## src/rtl/dmasnd_fifo_pkg.sv

```systemverilog
// Shared widths and phase encoding for the DMA-sound sample buffer.
package dmasnd_pkg;

  localparam int SW = 8;
  localparam int WW = 16;

  // PH_HI: next tick plays a fresh word's high byte; PH_LO: next tick plays the held low byte.
  typedef enum logic {
    PH_HI = 1'b0,
    PH_LO = 1'b1
  } phase_e;

endpackage

```

## src/rtl/snd_sync_fifo.sv

```systemverilog
// Register-array FIFO with a synchronous flush and an occupancy count.
// A push into a full FIFO is legal only when a pop retires a word in the same cycle.
module snd_sync_fifo #(
  parameter int DEPTH = 4,
  parameter int WW    = 16,
  localparam int LW   = $clog2(DEPTH + 1),
  localparam int AW   = $clog2(DEPTH)
) (
  input  logic          clk_i,
  input  logic          rst_ni,
  input  logic          flush_i,
  input  logic          push_i,
  input  logic          pop_i,
  input  logic [WW-1:0] wdata_i,
  output logic [WW-1:0] rdata_o,
  output logic [LW-1:0] level_o,
  output logic          full_o,
  output logic          empty_o
);

  logic [WW-1:0] mem_q [DEPTH];
  logic [AW-1:0] wptr_q, wptr_d;
  logic [AW-1:0] rptr_q, rptr_d;
  logic [LW-1:0] level_q, level_d;
  logic          push_ok;
  logic          pop_ok;

  assign full_o  = (level_q == LW'(DEPTH));
  assign empty_o = (level_q == '0);
  assign pop_ok  = pop_i & ~empty_o;
  assign push_ok = push_i & (~full_o | pop_ok);
  assign rdata_o = mem_q[rptr_q];
  assign level_o = level_q;

  always_comb begin
    wptr_d  = wptr_q;
    rptr_d  = rptr_q;
    level_d = level_q;
    if (flush_i) begin
      wptr_d  = '0;
      rptr_d  = '0;
      level_d = '0;
    end else begin
      if (push_ok) wptr_d = wptr_q + AW'(1);
      if (pop_ok)  rptr_d = rptr_q + AW'(1);
      unique case ({push_ok, pop_ok})
        2'b10:   level_d = level_q + LW'(1);
        2'b01:   level_d = level_q - LW'(1);
        default: level_d = level_q;
      endcase
    end
  end

  always_ff @(posedge clk_i or negedge rst_ni) begin
    if (!rst_ni) begin
      wptr_q  <= '0;
      rptr_q  <= '0;
      level_q <= '0;
    end else begin
      wptr_q  <= wptr_d;
      rptr_q  <= rptr_d;
      level_q <= level_d;
    end
  end

  // Storage carries no reset; occupancy alone decides what is valid.
  always_ff @(posedge clk_i) begin
    if (push_ok && !flush_i) mem_q[wptr_q] <= wdata_i;
  end

endmodule

```

## src/rtl/dmasnd_fifo.sv

```systemverilog
// DMA-sound sample buffer: captures words on falling sload_n, plays them out as
// stereo or mono 8-bit samples on sample_tick, and requests refills via sreq.
module dmasnd_fifo
  import dmasnd_pkg::*;
#(
  parameter int DEPTH  = 4,
  parameter int MARGIN = 1,
  parameter int LW     = $clog2(DEPTH + 1)
) (
  input  logic          clk32,
  input  logic          resb,
  input  logic          enable,
  input  logic          mono,
  input  logic          sload_n,
  input  logic [WW-1:0] mdin,
  input  logic          sample_tick,
  output logic          sreq,
  output logic [SW-1:0] audio_left,
  output logic [SW-1:0] audio_right,
  output logic [LW-1:0] level,
  output logic          underrun,
  output logic          overrun
);

  logic          sload_q;
  logic          enable_q;
  phase_e        phase_q, phase_d;
  logic [SW-1:0] left_q, left_d;
  logic [SW-1:0] right_q, right_d;
  logic [SW-1:0] hold_q, hold_d;
  logic          und_q, und_d;
  logic          ovr_q, ovr_d;
  logic          sreq_q, sreq_d;

  logic [WW-1:0] fifo_rdata;
  logic [LW-1:0] fifo_level;
  logic          fifo_full;
  logic          fifo_empty;
  logic          wr_strobe;
  logic          pop;
  logic          push;
  logic          und_evt;

  // A low pulse of any length yields a single strobe on its leading edge.
  assign wr_strobe = sload_q & ~sload_n;
  assign push      = enable & wr_strobe & (~fifo_full | pop);

  snd_sync_fifo #(
    .DEPTH (DEPTH),
    .WW    (WW)
  ) u_fifo (
    .clk_i   (clk32),
    .rst_ni  (resb),
    .flush_i (~enable),
    .push_i  (push),
    .pop_i   (pop),
    .wdata_i (mdin),
    .rdata_o (fifo_rdata),
    .level_o (fifo_level),
    .full_o  (fifo_full),
    .empty_o (fifo_empty)
  );

  // Phase/output next-state: a tick either replays the held low byte (mono second
  // half) or consumes a word; an empty FIFO leaves everything as it was.
  always_comb begin
    phase_d = phase_q;
    left_d  = left_q;
    right_d = right_q;
    hold_d  = hold_q;
    pop     = 1'b0;
    und_evt = 1'b0;
    if (!enable) begin
      phase_d = PH_HI;
      left_d  = '0;
      right_d = '0;
      hold_d  = '0;
    end else if (sample_tick) begin
      if (mono && (phase_q == PH_LO)) begin
        left_d  = hold_q;
        right_d = hold_q;
        phase_d = PH_HI;
      end else if (fifo_empty) begin
        und_evt = 1'b1;
      end else begin
        pop    = 1'b1;
        left_d = fifo_rdata[15:8];
        if (mono) begin
          right_d = fifo_rdata[15:8];
          hold_d  = fifo_rdata[7:0];
          phase_d = PH_LO;
        end else begin
          right_d = fifo_rdata[7:0];
          phase_d = PH_HI;
        end
      end
    end
  end

  always_comb begin
    ovr_d  = enable & wr_strobe & fifo_full & ~pop;
    und_d  = ((enable & ~enable_q) ? 1'b0 : und_q) | und_evt;
    sreq_d = enable & (({1'b0, fifo_level} + (LW + 1)'(MARGIN)) < (LW + 1)'(DEPTH));
  end

  always_ff @(posedge clk32 or negedge resb) begin
    if (!resb) begin
      phase_q <= PH_HI;
    end else begin
      phase_q <= phase_d;
    end
  end

  // sload_q resets high so a line already low at release is not taken as a strobe.
  always_ff @(posedge clk32 or negedge resb) begin
    if (!resb) begin
      sload_q  <= 1'b1;
      enable_q <= 1'b0;
      left_q   <= '0;
      right_q  <= '0;
      hold_q   <= '0;
      und_q    <= 1'b0;
      ovr_q    <= 1'b0;
      sreq_q   <= 1'b0;
    end else begin
      sload_q  <= sload_n;
      enable_q <= enable;
      left_q   <= left_d;
      right_q  <= right_d;
      hold_q   <= hold_d;
      und_q    <= und_d;
      ovr_q    <= ovr_d;
      sreq_q   <= sreq_d;
    end
  end

  assign sreq        = sreq_q;
  assign audio_left  = left_q;
  assign audio_right = right_q;
  assign level       = fifo_level;
  assign underrun    = und_q;
  assign overrun     = ovr_q;

endmodule

```

## config.mk

```make
export PLATFORM = sky130hd
export DESIGN_NAME = dmasnd_fifo
export DESIGN_NICKNAME = d
export VERILOG_FILES = /design/src/rtl/dmasnd_fifo_pkg.sv /design/src/rtl/snd_sync_fifo.sv /design/src/rtl/dmasnd_fifo.sv
export SDC_FILE = /design/constraint.sdc
export NUM_CORES = 1
export LEC_CHECK = 0
export CAP_MARGIN = 20
export CELL_PAD_IN_SITES_DETAIL_PLACEMENT = 1
export CELL_PAD_IN_SITES_GLOBAL_PLACEMENT = 2
export CORE_UTILIZATION = 25
export DETAILED_ROUTE_END_ITERATION = 6
export PLACE_DENSITY = 0.5
export SLEW_MARGIN = 10
export SYNTH_ARGS = -nofsm -noshare
export SYNTH_HDL_FRONTEND = slang
export SYNTH_SLANG_ARGS = --single-unit
```

## constraint.sdc

```tcl
create_clock -name clk32 -period 3.11 [get_ports clk32]
set_input_delay 0.311 -clock clk32 [delete_from_list [all_inputs] [get_ports clk32]]
set_output_delay 0.311 -clock clk32 [all_outputs]
set_load 0.03 [all_outputs]
```

==> impl_metrics.json <==
{
  "status": "finished clean",
  "placedCellCount": 515,
  "crit_fanout": 7,
  "crit_path_start_kind": "flip-flop",
  "clock-sinks": 101,
  "ir_drop_uv": 275,
  "std_cell_rows": 47,
  "power.density_mw_per_mm2": 790,
  "cp.arrival_ns": 2.67,
  "netlist_area_sq_mm": 0.00427,
  "grtUsageTotal_pct": 11.4,
  "drc": 0,
  "wl_met1_um": 4690,
  "ys_types": 41,
  "clockBufferDepth": 2,
  "hold_viol": 0,
  "worst_pin_slew_ns": 0.876,
  "place.gp.congestion": 0.695,
  "slew_headroom_pct": 41.6,
  "ys.flop_type": "edfxtp_1",
  "hold_class": "in2async",
  "antenna_found_initial": 0,
  "insertion_delay_ns": 0.35,
  "maxSlewViolCount": 0,
  "wire_per_inst_um": 17.2,
  "path_clk_slew_ns": 0.07,
  "cp-end-kind": "flip-flop",
  "fin_skew_ns": 0.00745,
  "synth_edf_count": 64,
  "overflow": 0,
  "drt-total-wl_um": 9130,
  "io_buffers": 43,
  "cts_made_buffers": 9,
  "max_cap_violations": 0,
  "grt_pass1_wl_um": 14600,
  "die_y_um": 133,
  "fmax_ghz": 0.417,
  "yosys_warnings": 0,
  "drt_iter0_markers": 62,
  "setup_violations": 0,
  "total_power_mw": 4.14,
  "cts-root-buf": "clkbuf_16",
  "num_antenna_cells": 0,
  "syn_inst": 258,
  "start_util_pct": 25.6,
  "drt_first_pass_iters": 4,
  "hpwl_um": 6080,
  "drive_gt1_share_pct": 17.0,
  "p_leak_nw": 2.02,
  "vias": 2216,
  "ys_ff_latch": 101,
  "highest_layer": "met4",
  "final_area_sq_mm": 0.00524,
  "areaGrowthSynthToFinish_pct": 22.9,
  "post_cts_resize_count": 0,
  "r2r_setup_slack_ns": 0.71,
  "wl_met3_um": 346,
  "avgSynthCellArea_sq_um": 16.5,
  "instances_no_fill": 531,
  "die_w_um": 133,
  "syn-num-nets": 285,
  "fin_crit_sh_pct": 77.1,
  "multi_input_area_sq_mm": 0.00133,
  "setup_tns_ns": 0,
  "min_period_ns": 2.40,
  "seq_area_sq_mm": 0.00285,
  "viasPerCell": 4.17,
  "postCtsHoldBufs": 0,
  "criticalPathCategory": "reg2reg",
  "fillCellCount": 1738,
  "nets": 333,
  "final_antenna_net_count": 0,
  "grt_max_degree": 38,
  "post-cts-setup-buffer-count": 0,
  "required_ns": 3.39,
  "grt_setup_unrepaired": "no",
  "wl_met2_um": 3970,
  "htreeDepth": 3,
  "cts_tree": "built",
  "grt_pass1_vias": 2439,
  "async_flop_share_pct": 36.6,
  "ys_seq_area_share_pct": 66.8,
  "pin_count": 44,
  "core_area_sq_mm": 0.0166,
  "postPlaceCellArea_sq_mm": 0.00493,
  "dieArea_sq_mm": 0.0176
}
## layer usage
metal	GRT usage, %	vias to the layer above
li1	-	1072
met5	0	-
met4	3.83	0
met3	3.68	9
met1	15.9	1093
met2	16.5	42
## flip-flops by register name (all words and copies together) (netlist names), 2 cells and up
name and flops:
u_fifo.mem_q 64, u_fifo.level_o 3, hold_q 8, audio_right 8, u_fifo.rptr_q 2, u_fifo.wptr_q 2
audio_left 8
## report_power, final
part	switching (mW)	internal (mW)	leakage (nW)
Combinational	0.699	0.556	0.795
Sequential	0.126	1.58	1.08
Clock	0.541	0.643	0.150
Total	1.37	2.78	2.02
## cells in the mapped netlist, drive strengths merged, types with 2 or more instances
cell type / number / area share, %
edfxtp: 64 / 45
dfrtp: 36 / 21
mux2i: 27 / 6.3
nor2: 19 / 1.7
mux4: 16 / 8.4
nand2: 15 / 1.3
o21ai: 11 / 1.3
buf: 9 / 1.6
a211oi: 8 / 1.4
a21o: 8 / 1.4
and2: 7 / 1.2
nand3: 5 / 0.70
ha: 4 / 1.2
inv: 4 / 0.35
xnor2: 3 / 0.79
a21boi: 2 / 0.44
clkbuf: 2 / 0.18
nand2b: 2 / 0.29
## logic make-up (layout without fill, tap and decap cells)
logic type,after synthesis,after routing,share of synthesized area [%]
xor+xnor,3,3,0.792
fa+ha+maj,5,5,1.64
mux,43,43,14.8
flops,101,101,66.8
simple gates,53,53,6.28
buf+inv,15,68,2.11
compound gates,38,38,7.60
## worst max-delay path: stages, from the launching register on
cell,delay (ns)
dfrtp_1,0.48
or3_1,0.52
and2_4,0.23
and3_1,0.17
fa_1,0.38
a21boi_0,0.14
a2bb2oi_1,0.21
mux2i_1,0.20
## layout by cell type (no fill, tap or decap), types with 2 or more instances in the layout
| master | synthesis | routed |
|---|---|---|
| o21ai_0 | 11 | 11 |
| a211oi_1 | 8 | 8 |
| xnor2_1 | 2 | 2 |
| and2_1 | 2 | 2 |
| nand2b_1 | 2 | 2 |
| a21o_1 | 8 | 8 |
| mux2i_1 | 27 | 27 |
| clkbuf_16 | 0 | 9 |
| edfxtp_1 | 64 | 64 |
| mux4_2 | 16 | 16 |
| buf_4 | 4 | 5 |
| nand3_1 | 4 | 4 |
| inv_8 | 0 | 2 |
| dfrtp_1 | 36 | 36 |
| nor2_1 | 19 | 19 |
| nand2_1 | 15 | 15 |
| inv_1 | 4 | 4 |
| ha_1 | 4 | 4 |
| and2_2 | 4 | 4 |
| clkdlybuf4s50_1 | 0 | 42 |
| inv_6 | 0 | 2 |
## per-stage QoR
step / util [%] / hold slack, ns / worst slack [ns]
after CTS: 31.5 / 0.105 / 0.694
after global placement: 29.6 / 0.458 / 0.462
after detailed placement: 29.6 / 0.465 / 0.419
final: 31.5 / 0.0744 / 0.713
after global routing: 31.5 / 0.125 / 0.597
after floorplan: - / 0.0154 / 0.800
## final timing paths
| path | start | endpoint | cells past startpoint |
|---|---|---|---|
| hold / removal | resb | u_fifo.wptr_q[1]$_DFFE_PN0P_ | 1 |
| hold reg to reg | audio_right[5]$_DFFE_PN0P_ | audio_right[5]$_DFFE_PN0P_ | 1 |
| setup / recovery | u_fifo.level_o[1]$_DFFE_PN0P_ | u_fifo.level_o[2]$_DFFE_PN0P_ | 7 |
| max in group asynchronous | resb | hold_q[6]$_DFFE_PN0P_ | 1 |
| min in group clk32 | sload_n | sload_q$_DFF_PN1_ | 1 |
| setup reg to reg | u_fifo.level_o[1]$_DFFE_PN0P_ | u_fifo.level_o[2]$_DFFE_PN0P_ | 7 |
## final cells by class
cell class | count | area share [%]
Sequential cell | 101 | 54.4
Multi-Input combinational cell | 142 | 25.3
Timing Repair Buffer | 48 | 8.83
Tap cell | 220 | 5.25
Clock buffer | 9 | 4.30
Clock inverter | 7 | 1.65
Inverter | 4 | 0.287
Note: power is estimated with default switching activity, not from simulation.
